<file path="config.mk">
export PLATFORM = sky130hd
export DESIGN_NAME = bm_table_ctrl
export DESIGN_NICKNAME = d
export VERILOG_FILES = /design/src/rtl/param_def.sv /design/src/rtl/bm_addr_cnt.sv /design/src/rtl/bm_table_ctrl.sv
export SDC_FILE = /design/constraint.sdc
export NUM_CORES = 1
export LEC_CHECK = 0
export CORE_ASPECT_RATIO = 2
export CORE_MARGIN = 1.5
export CORE_UTILIZATION = 40
export CTS_CLUSTER_DIAMETER = 50
export DETAILED_ROUTE_END_ITERATION = 8
export PLACE_DENSITY_LB_ADDON = 0.15
export RECOVER_POWER = 50
export REMOVE_ABC_BUFFERS = 1
export SLEW_MARGIN = 30
export SYNTH_ARGS = -nofsm -noshare
export SYNTH_HDL_FRONTEND = slang
export SYNTH_HIERARCHICAL = 1
export SYNTH_SLANG_ARGS = --single-unit
</file>
<file path="constraint.sdc">
create_clock -name clk -period 2.22 [get_ports clk]
set_input_delay 0.333 -clock clk [delete_from_list [all_inputs] [get_ports clk]]
set_output_delay 0.333 -clock clk [all_outputs]
set_load 0.01 [all_outputs]
</file>
<file path="src/rtl/param_def.sv">
// ---------------------------------------------------------------------------
// param_def
// Shared constants and types for the branch-metric table sequencer:
//   - trellis dimensions (state count, radix, code-word width)
//   - FSM state encoding for bm_table_ctrl
//   - bit offsets of the fields packed into the branch-metric i_mux word
// ---------------------------------------------------------------------------
package param_def;

   localparam int MAX_STATE_NUM    = 256;    // trellis states
   localparam int RADIX            = 4;      // input symbols per state
   localparam int SLICED_INPUT_NUM = 6;      // code-word / received-symbol bits
   localparam int MAX_INPUT_NUM    = RADIX;  // distinct input symbols

   // Packed i_mux word: {input[15:14], state[13:6], symbol[5:0]}
   localparam int MUX_W         = 16;
   localparam int MUX_INPUT_LSB = 14;
   localparam int MUX_STATE_LSB = 6;
   localparam int MUX_SYM_LSB   = 0;

   typedef enum logic [1:0] {
      BM_IDLE  = 2'd0,
      BM_LOAD  = 2'd1,
      BM_READY = 2'd2
   } bm_ctrl_state_t;

endpackage : param_def

</file>
<file path="src/rtl/bm_addr_cnt.sv">
// ---------------------------------------------------------------------------
// bm_addr_cnt
// Nested (state, input) address counter for the table load. The input
// symbol is the fast digit; the state advances when the input wraps.
//
// Ports:
//   clk, rst       clock, asynchronous active-low reset
//   i_clear        synchronous clear of both counters (wins over i_step)
//   i_step         advance one (state, input) pair
//   i_last_state   highest state index of the active trellis
//   o_state        current state index
//   o_input        current input symbol
//   o_last         current pair is the final one (last state, last symbol)
// ---------------------------------------------------------------------------
module bm_addr_cnt #(
   parameter int STATE_W = 8,
   parameter int RADIX_W = 2
) (
   input  logic               clk,
   input  logic               rst,
   input  logic               i_clear,
   input  logic               i_step,
   input  logic [STATE_W-1:0] i_last_state,
   output logic [STATE_W-1:0] o_state,
   output logic [RADIX_W-1:0] o_input,
   output logic               o_last
);

   logic [STATE_W-1:0] r_state;
   logic [RADIX_W-1:0] r_input;
   logic               w_input_wrap;

   // Counters are power-of-two wide, so the all-ones symbol is RADIX-1.
   assign w_input_wrap = &r_input;
   assign o_last       = w_input_wrap && (r_state == i_last_state);
   assign o_state      = r_state;
   assign o_input      = r_input;

   // NOTE: state registers use non-blocking assignments so every flop samples
   // pre-edge values regardless of the order the always blocks are evaluated.
   always_ff @(posedge clk or negedge rst) begin
      if (!rst) begin
         r_state <= '0;
         r_input <= '0;
      end else if (i_clear) begin
         r_state <= '0;
         r_input <= '0;
      end else if (i_step) begin
         r_input <= r_input + 1'b1;
         if (w_input_wrap) begin
            r_state <= r_state + 1'b1;
         end
      end
   end

endmodule : bm_addr_cnt

</file>
<file path="src/rtl/bm_table_ctrl.sv">
// ---------------------------------------------------------------------------
// bm_table_ctrl
// Sequencer for the branch-metric table. A start request sweeps every
// (state, input) pair of the active trellis, one write per cycle, driving
// the branch-metric unit's write enable and packed mux word. Once the sweep
// completes the table is flagged valid and received symbols are passed to
// the metric read port through a valid/ready handshake.
//
// Ports:
//   clk, rst        clock, asynchronous active-low reset
//   i_start         single-cycle (re)build request (ignored while loading)
//   i_last_state    highest active state, captured on an accepted start
//   i_enc_out       encoder code word for the current (o_state, o_input)
//   o_state/o_input current write address
//   o_mux           {o_input, o_state, i_enc_out} to the branch-metric unit
//   o_en_bm         table write enable
//   o_busy          load in progress
//   o_done          one-cycle pulse after the final write
//   o_table_valid   table contents usable
//   i_rx/i_rx_valid received symbol and its valid
//   o_rx_ready      symbol accepted (equals o_table_valid)
//   o_rx            registered symbol to the metric read port
//   o_dist_valid    one-cycle strobe qualifying o_rx
// ---------------------------------------------------------------------------
module bm_table_ctrl
   import param_def::*;
#(
   parameter int STATE_W = $clog2(MAX_STATE_NUM),
   parameter int RADIX_W = $clog2(MAX_INPUT_NUM),
   parameter int SYM_W   = SLICED_INPUT_NUM
) (
   input  logic               clk,
   input  logic               rst,
   input  logic               i_start,
   input  logic [STATE_W-1:0] i_last_state,
   input  logic [SYM_W-1:0]   i_enc_out,
   output logic [STATE_W-1:0] o_state,
   output logic [RADIX_W-1:0] o_input,
   output logic [MUX_W-1:0]   o_mux,
   output logic               o_en_bm,
   output logic               o_busy,
   output logic               o_done,
   output logic               o_table_valid,
   input  logic [SYM_W-1:0]   i_rx,
   input  logic               i_rx_valid,
   output logic               o_rx_ready,
   output logic [SYM_W-1:0]   o_rx,
   output logic               o_dist_valid
);

   bm_ctrl_state_t     r_fsm;
   bm_ctrl_state_t     w_fsm_next;
   logic [STATE_W-1:0] r_last_state;
   logic               r_done;
   logic               r_table_valid;
   logic [SYM_W-1:0]   r_rx;
   logic               r_dist_valid;

   logic               w_start_acc;
   logic               w_load_end;
   logic               w_cnt_last;
   logic               w_cnt_step;
   logic               w_rx_fire;
   logic [MUX_W-1:0]   w_mux;

   // ---------------------------------------------------------------------
   // Address counter
   // ---------------------------------------------------------------------
   // Stepping stops on the final pair so the address holds after the load.
   assign w_cnt_step = (r_fsm == BM_LOAD) && !w_cnt_last;

   bm_addr_cnt #(
      .STATE_W (STATE_W),
      .RADIX_W (RADIX_W)
   ) u_addr_cnt (
      .clk          (clk),
      .rst          (rst),
      .i_clear      (w_start_acc),
      .i_step       (w_cnt_step),
      .i_last_state (r_last_state),
      .o_state      (o_state),
      .o_input      (o_input),
      .o_last       (w_cnt_last)
   );

   // ---------------------------------------------------------------------
   // FSM
   // ---------------------------------------------------------------------
   // NOTE: every signal driven here gets a default first, so no path through
   // the case leaves a value unassigned and no latch is inferred.
   always_comb begin
      w_fsm_next  = r_fsm;
      w_start_acc = 1'b0;
      w_load_end  = 1'b0;
      unique case (r_fsm)
         BM_IDLE: begin
            if (i_start) begin
               w_fsm_next  = BM_LOAD;
               w_start_acc = 1'b1;
            end
         end
         BM_LOAD: begin
            if (w_cnt_last) begin
               w_fsm_next = BM_READY;
               w_load_end = 1'b1;
            end
         end
         BM_READY: begin
            if (i_start) begin
               w_fsm_next  = BM_LOAD;
               w_start_acc = 1'b1;
            end
         end
         default: w_fsm_next = BM_IDLE;
      endcase
   end

   always_ff @(posedge clk or negedge rst) begin
      if (!rst) begin
         r_fsm         <= BM_IDLE;
         r_last_state  <= '0;
         r_done        <= 1'b0;
         r_table_valid <= 1'b0;
      end else begin
         r_fsm  <= w_fsm_next;
         r_done <= w_load_end;
         if (w_start_acc) begin
            r_last_state <= i_last_state;
         end
         if (w_load_end) begin
            r_table_valid <= 1'b1;
         end else if (w_start_acc) begin
            r_table_valid <= 1'b0;
         end
      end
   end

   // ---------------------------------------------------------------------
   // Received-symbol path
   // ---------------------------------------------------------------------
   // Ready is the registered table-valid flag, so a symbol offered in the
   // same cycle as a rebuild request is still accepted.
   assign w_rx_fire = i_rx_valid && r_table_valid;

   always_ff @(posedge clk or negedge rst) begin
      if (!rst) begin
         r_rx         <= '0;
         r_dist_valid <= 1'b0;
      end else begin
         r_dist_valid <= w_rx_fire;
         if (w_rx_fire) begin
            r_rx <= i_rx;
         end
      end
   end

   // ---------------------------------------------------------------------
   // Outputs
   // ---------------------------------------------------------------------
   always_comb begin
      w_mux = '0;
      w_mux[MUX_INPUT_LSB +: RADIX_W] = o_input;
      w_mux[MUX_STATE_LSB +: STATE_W] = o_state;
      w_mux[MUX_SYM_LSB   +: SYM_W]   = i_enc_out;
   end

   assign o_mux         = w_mux;
   assign o_en_bm       = (r_fsm == BM_LOAD);
   assign o_busy        = (r_fsm == BM_LOAD);
   assign o_done        = r_done;
   assign o_table_valid = r_table_valid;
   assign o_rx_ready    = r_table_valid;
   assign o_rx          = r_rx;
   assign o_dist_valid  = r_dist_valid;

endmodule : bm_table_ctrl

</file>
==> qor.csv, run 1 <==
stage,metric,value,unit
outcome,status,completed,
clocking,postCtsSetupRepairBufs,0,
die,dieArea,4077,um^2
worst_hold_path,hold_class,register to register,
grt,busiest_layer,met2,
grt,met1_usage,20.08,%
finish,final_util,55.65,%
finish,design_area,1986,um^2
setup_path,path_class,register to register,
detailed_routing,dr.pass1.iters,4,
timing,grt_setup_unrepaired,no,
clocking,worstSkewPairLatency,0.28,ns
finish,fin_nets,193,
grt,grt_antenna_before_repair,0,
detailed_routing,postRouteAntennaNets,0,
yosys,synth-seq-area-share,49.28,%
yosys,synth_top_cell_by_area,dfrtp_1,
grt,grt_max_degree,30,
timing,final_hold_viol_count,0,
timing,period_minus_slack,2.050,ns
die,fp.coreArea,3568,um^2
clocking,cts_root_buf,clkbuf_8,
yosys,synthCells,128,
grt,grt-ovfl-total,0,
finish,n_antenna_cell,0,
die,fp-row-count,31,
die,start_util,41.27,%
finish,layout-drive-gt1-share,16.07,%
yosys,async_flop_share,100.0,%
clocking,cts_htree_levels,2,
yosys,synth_warnings,6,
die,die_w,45.91,um
finish,final_cell_mix,"47 x clkdlybuf4s50_1, 29 x dfrtp_1, 9 x xnor2_1",
finish,layout_commonest_cell,clkdlybuf4s50_1,
pwr,finalPower,2.441,mW
finish,seqCellArea,725.7,um^2
setup_path,crit_required,2.42,ns
pwr,vdd_drop_max,754.8,uV
setup_path,worstPathArrival,2.25,ns
timing,relSlewSlack,51.62,%
grt,grt_use_total,18.37,%
detailed_routing,viasPerCell,4.908,
timing,fin_setup_tns,0,ns
clocking,cts.path.max_buffers,2,
timing,fmax,0.4878,GHz
finish,filler_cell_count,339,
detailed_routing,totalWireLength,3.291,mm
yosys,synth.distinct_cells,28,
setup_path,critPathLaunchType,register,
timing,setup_violations,0,
detailed_routing,post_drt_wl_per_cell,15.17,um
timing,fin_skew,0.003937,ns
yosys,ys_seq_elements,29,
timing,tightest_slew,0.7257,ns
placement,place_congestion,0.8470,
yosys,synth.cell_area,1473,um^2
timing,finalCritPeriodShare,92.33,%
job,max_cap_violations,0,
yosys,synth_edf_count,0,
clocking,clkSlewWorstSetupHoldPaths,0.06,ns
finish,multiInputGateArea,563.0,um^2
placement,dp_hpwl,2.324,mm
grt,grt_pass1_wl,5.188,mm
setup_path,crit_slowest_cell,or4_1,
setup_path,worstPathCellList,xnor2_1 -> nand4_1 -> nor3_1 -> nor2_2 -> a21oi_1 -> or4_1 -> a21oi_1,
yosys,synthTopCellsByArea,"dfrtp_1 49%, buf_4 9.7%, mux2_4 8.2%",
setup_path,cp_max_fo,7,
grt,grt_use_met3,7.347,%
yosys,synthFlopType,dfrtp_1,
yosys,syn_area_per_cell,11.51,um^2
timing,slew_viol_final,0,
detailed_routing,vias,1065,
placement,dpl_cell_area,1899,um^2
clocking,cts_tree,done,
setup_path,critical_path.most_common_cell,a21oi_1,
clocking,clkSinkCount,29,
finish,area_growth,34.83,%
yosys,synth_top_area_share,49.28,%
die,io_pins,62,
pwr,power_leakage,0.8268,nW
grt,grt_pass1_vias,1098,
die,dieHeight,88.81,um
detailed_routing,drcViolationCount,0,
setup_path,slowest_delay,0.55,ns
grt,use_met2,27.65,%
setup_path,end_kind,register,
clocking,cts_made_buffers,5,
detailed_routing,drt_iter0_drc,18,
pwr,power-per-cell-area,1230,nW/um^2
placement,portBuffers,49,
repair_timing:
action / 4_1_cts / 5_1_grt
hold buffers: 0 / 0
endpoints found under the setup margin: 0 / 1
gates resized for setup: 0 / 1
stage by stage:
stage	std cells	worst slack, ns	hold slack, ns
global placement	209	0.2415	0.4861
floorplan	106	0.1373	0.03741
global route	217	0.09223	0.5213
finish	217	0.1702	0.5021
CTS	217	0.1247	0.4473
detailed placement	209	0.1454	0.4918
worst max-delay path: cells and delay by family, from the launching register on:
| family | cells | cell delay [ns] |
|---|---|---|
| flops | 1 | 0.48 |
| compound gates | 2 | 0.34 |
| simple gates | 4 | 0.98 |
| xor+xnor | 1 | 0.17 |
sequential cells by signal, indices dropped and copies added (netlist names):
name / cells
r_last_state: 8
u_addr_cnt/o_state: 8
o_rx: 6
r_fsm: 2
u_addr_cnt/o_input: 2
o_dist_valid: 1
o_done: 1
o_rx_ready: 1
cells by family (layout without fill, tap and decap cells):
family / after synthesis / count (layout) / synth area share, %
simple gates: 32 / 32 / 11.81
flops: 29 / 29 / 49.28
buf+inv: 25 / 65 / 11.81
mux: 15 / 15 / 13.42
compound gates: 14 / 14 / 5.437
xor+xnor: 11 / 11 / 6.543
fa+ha+maj: 2 / 2 / 1.699
cell usage after synthesis, types with 2 or more instances:
master and number:
nand4_1 2, ha_1 2, o21ai_0 3, inv_1 3, o31ai_1 3, nand2_2 2
xor2_1 2, mux2_2 6, xnor2_1 9, mux2_4 8, buf_4 19, nand2_1 5
nand3_1 7, a21oi_1 7, or3_1 2, nor2_1 5, nand2b_1 2, or4_1 3
dfrtp_1 29
per-layer routing:
metal | share of wire, % | wire (um) | vias up
met3 | 6.8 | 225 | 10
met4 | 4.6 | 153 | 0
met1 | 37 | 1234 | 508
met2 | 51 | 1678 | 52
met5 | 0 | 0 | -
li1 | - | - | 495
final timing paths:
path / start / end / slack, ns / cells after the start
max in group asynchronous: rst / r_last_state[1]$_DFFE_PN0P_ / 1.12 / 2
worst min-delay path: o_rx[0]$_DFFE_PN0P_ / o_rx[0]$_DFFE_PN0P_ / 0.50 / 1
worst max register to register: u_addr_cnt/o_state[1]$_DFFE_PN0P_ / u_addr_cnt/o_state[7]$_DFFE_PN0P_ / 0.17 / 7
worst min register to register: o_rx[0]$_DFFE_PN0P_ / o_rx[0]$_DFFE_PN0P_ / 0.50 / 1
min in group asynchronous: rst / o_rx[2]$_DFFE_PN0P_ / 0.64 / 2
worst max-delay path: u_addr_cnt/o_state[1]$_DFFE_PN0P_ / u_addr_cnt/o_state[7]$_DFFE_PN0P_ / 0.17 / 7
final cells by class:
type                            instances  share of cell area (%)
Clock buffer                            7                   4.852
Clock inverter                          1                  0.2520
Inverter                                3                  0.5671
Multi-Input combinational cell         74                   28.36
Sequential cell                        29                   36.55
Tap cell                               49                   3.088
Timing Repair Buffer                   54                   26.34
power by group:
part           switching, mW  leakage [nW]  internal [mW]
clock network          0.199        0.0542          0.280
registers              0.170         0.352          0.710
logic                  0.451         0.420          0.633
Power figures use the tool's default switching activity.
==> run 2: changes to the inputs <==
--- a/config.mk
+++ b/config.mk
@@ -7,7 +7,7 @@
 export LEC_CHECK = 0
 export CORE_ASPECT_RATIO = 2
 export CORE_MARGIN = 1.5
-export CORE_UTILIZATION = 40
+export CORE_UTILIZATION = 42
 export CTS_CLUSTER_DIAMETER = 50
 export DETAILED_ROUTE_END_ITERATION = 8
 export PLACE_DENSITY_LB_ADDON = 0.15
==> run 2 against run 1 <==
  * The flow now finishes with violations (capacitance limit, slew limit)
  * Setup slack better by 0.066 ns
  * Combinational power barely moved
  * Count of clock-buffer cells in the layout stayed put
  * Die area decreased by 4.5%
  * Clock skew up 0.0053 ns
  * Power increased by 2.4%
  * Maximum frequency grew 3.3%
  * Register-to-register slack improved by 0.07 ns
  * Non-clock buffer count fell by 1
  * Critical endpoint unchanged
==> qor.csv, run 2 (synthesis gave the netlist of run 1 again) <==
stage,metric,value,unit,change
setup_path,critical_path.most_common_cell,a21oi_1,,unchanged
finish,area_growth,34.49,%,was 34.83%
timing,fmax,0.5042,GHz,was 0.4878 GHz
worst_hold_path,hold_class,register to register,,unchanged
placement,dpl_cell_area,1871,um^2,was 1899 um^2
timing,timing.hold.ws,0.4965,ns,was 0.5021 ns
placement,dp_cells,191,,was 209
setup_path,end_kind,register,,unchanged
setup_path,worstPathArrival,2.18,ns,was 2.25 ns
timing,final_hold_viol_count,0,,unchanged
die,start_util,43.59,%,was 41.27%
outcome,violations,"capacitance limit, slew limit",,
clocking,cts_made_buffers,5,,unchanged
die,dieArea,3892,um^2,was 4077 um^2
timing,slew_viol_final,29,,was 0
clocking,worstSkewPairLatency,0.27,ns,was 0.28 ns
finish,layout_commonest_cell,clkdlybuf4s50_1,,unchanged
die,io_pins,62,,unchanged
timing,fin_skew,0.009221,ns,was 0.003937 ns
timing,fin_ws,0.2366,ns,was 0.1702 ns
clocking,cts_htree_levels,2,,unchanged
setup_path,slowest_delay,0.53,ns,was 0.55 ns
setup_path,worstPathCellList,xnor2_1 -> nand4_1 -> nor3_1 -> nor2_1 -> a21oi_1 -> or4_1 -> a21oi_1,,was xnor2_1 -> nand4_1 -> nor3_1 -> nor2_2 -> a21oi_1 -> or4_1 -> a21oi_1
timing,grt_setup_unrepaired,no,,unchanged
grt,grt-ovfl-total,0,,unchanged
job,max_cap_violations,1,,was 0
clocking,postCtsHoldBufs,0,,unchanged
clocking,cts_tree,done,,unchanged
clocking,cts.path.max_buffers,2,,unchanged
die,fp.coreArea,3378,um^2,was 3568 um^2
setup_path,crit_slowest_cell,or4_1,,unchanged
placement,dp_hpwl,2.226,mm,was 2.324 mm
grt,grt_pass1_vias,1089,,was 1098
detailed_routing,post_drt_wl_per_cell,14.90,um,was 15.17 um
clocking,postCtsSetupRepairBufs,0,,unchanged
timing,period_minus_slack,1.983,ns,was 2.050 ns
placement,preCtsSetupSlack,0.2630,ns,was 0.1454 ns
detailed_routing,postRouteAntennaNets,0,,unchanged
detailed_routing,drt_iter0_drc,11,,was 18
finish,n_antenna_cell,0,,unchanged
pwr,power-per-cell-area,1262,nW/um^2,was 1230 nW/um^2
grt,grt_antenna_before_repair,0,,unchanged
finish,final_cell_mix,"44 x clkdlybuf4s50_1, 29 x dfrtp_1, 9 x xnor2_1, 8 x mux2_4",,"was 47 x clkdlybuf4s50_1, 29 x dfrtp_1, 9 x xnor2_1"
finish,final_util,58.63,%,was 55.65%
timing,fin_setup_tns,0,ns,unchanged
timing,finalCritPeriodShare,89.34,%,was 92.33%
finish,fin_cells,199,,was 217
pwr,power_leakage,0.8332,nW,was 0.8268 nW
placement,portBuffers,49,,unchanged
clocking,cts_root_buf,clkbuf_8,,unchanged
timing,relSlewSlack,-0.1385,%,was 51.62%
setup_path,path_class,register to register,,unchanged
die,die_w,44.87,um,was 45.91 um
clocking,clkSinkCount,29,,unchanged
setup_path,crit_required,2.41,ns,was 2.42 ns
timing,tightest_slew,1.502,ns,was 0.7257 ns
placement,place_congestion,0.8583,,was 0.8470
timing,setup_violations,0,,unchanged
setup_path,cp_max_fo,8,,was 7
detailed_routing,vias,1063,,was 1065
grt,grt_pass1_wl,4.795,mm,was 5.188 mm
setup_path,critPathLaunchType,register,,unchanged
finish,filler_cell_count,294,,was 339
clocking,clkSlewWorstSetupHoldPaths,0.06,ns,about the same
detailed_routing,dr.pass1.iters,4,,unchanged
grt,grt_use_total,16.92,%,was 18.37%
outcome,status,"complete, but fails checks",,was completed
clocking,cts_resized,0,,unchanged
die,fp-row-count,30,,was 31
pwr,finalPower,2.500,mW,was 2.441 mW
die,dieHeight,86.74,um,was 88.81 um
detailed_routing,drcViolationCount,0,,unchanged
pwr,vdd_drop_max,848.7,uV,was 754.8 uV
detailed_routing,viasPerCell,5.342,,was 4.908
finish,fin_nets,192,,was 193
detailed_routing,totalWireLength,2.966,mm,was 3.291 mm
grt,grt_max_degree,30,,unchanged
finish,design_area,1981,um^2,was 1986 um^2
finish,layout-drive-gt1-share,15.57,%,was 16.07%
==> run 2: cell count changes in the layout (fill, tap and decap cells not counted), moves of 2 or more <==
cell | previous run | this run
clkbuf_2 | 2 | 0
clkdlybuf4s50_1 | 47 | 44
clkbuf_1 | 0 | 2
mux2_4 | 6 | 8
dlygate4sd3_1 | 2 | 5
mux2_1 | 2 | 0
==> run 2: report_power, final <==
part	leakage (nW)	switching (mW)	internal [mW]
Sequential	0.352	0.178	0.710
Clock	0.0585	0.188	0.365
Combinational	0.423	0.421	0.638
==> run 2: worst max-delay path: cells and delay by family (launching register included) <==
family,cells,cell delay (ns)
XOR/XNOR,1,0.17
AND/OR/NAND/NOR,4,0.93
flip-flops,1,0.49
AO/OA/AOI/OAI,2,0.31
==> run 2: final timing paths <==
path	startpoint	slack [ns]	end	cells past startpoint
max in group asynchronous	rst	0.45	r_last_state[0]$_DFFE_PN0P_	2
hold reg to reg	o_rx[1]$_DFFE_PN0P_	0.50	o_rx[1]$_DFFE_PN0P_	1
setup reg to reg	u_addr_cnt/o_state[2]$_DFFE_PN0P_	0.24	u_addr_cnt/o_state[7]$_DFFE_PN0P_	7
hold / removal	o_rx[1]$_DFFE_PN0P_	0.50	o_rx[1]$_DFFE_PN0P_	1
setup / recovery	u_addr_cnt/o_state[2]$_DFFE_PN0P_	0.24	u_addr_cnt/o_state[7]$_DFFE_PN0P_	7
min in group asynchronous	rst	0.88	o_rx[4]$_DFFE_PN0P_	2
==> run 2: routing by layer <==
| layer | part of all wire [%] | global-route usage (%) | vias to the layer above |
|---|---|---|---|
| li1 | - | - | 495 |
| met1 | 36 | 17.05 | 513 |
| met2 | 55 | 29.12 | 47 |
| met3 | 6.9 | 6.667 | 8 |
| met4 | 2.3 | 8.021 | 0 |
| met5 | 0 | 0 | - |
==> run 2: cell type report <==
class | instances | area (um^2) | area share [%]
Clock inverter | 1 | 30.03 | 1.516
Sequential cell | 29 | 725.7 | 36.64
Timing Repair Buffer | 53 | 516.7 | 26.09
Clock buffer | 7 | 86.33 | 4.359
Inverter | 3 | 11.26 | 0.5685
Multi-Input combinational cell | 74 | 570.5 | 28.81
Tap cell | 32 | 40.04 | 2.021
==> run 3: changes to the inputs <==
--- a/config.mk
+++ b/config.mk
@@ -13,6 +13,7 @@
 export PLACE_DENSITY_LB_ADDON = 0.15
 export RECOVER_POWER = 50
 export REMOVE_ABC_BUFFERS = 1
+export SKIP_CTS_REPAIR_TIMING = 1
 export SLEW_MARGIN = 30
 export SYNTH_ARGS = -nofsm -noshare
 export SYNTH_HDL_FRONTEND = slang
==> results of run 3 <==
Same layout as run 2: the final DEF is identical, and so are final timing and power.
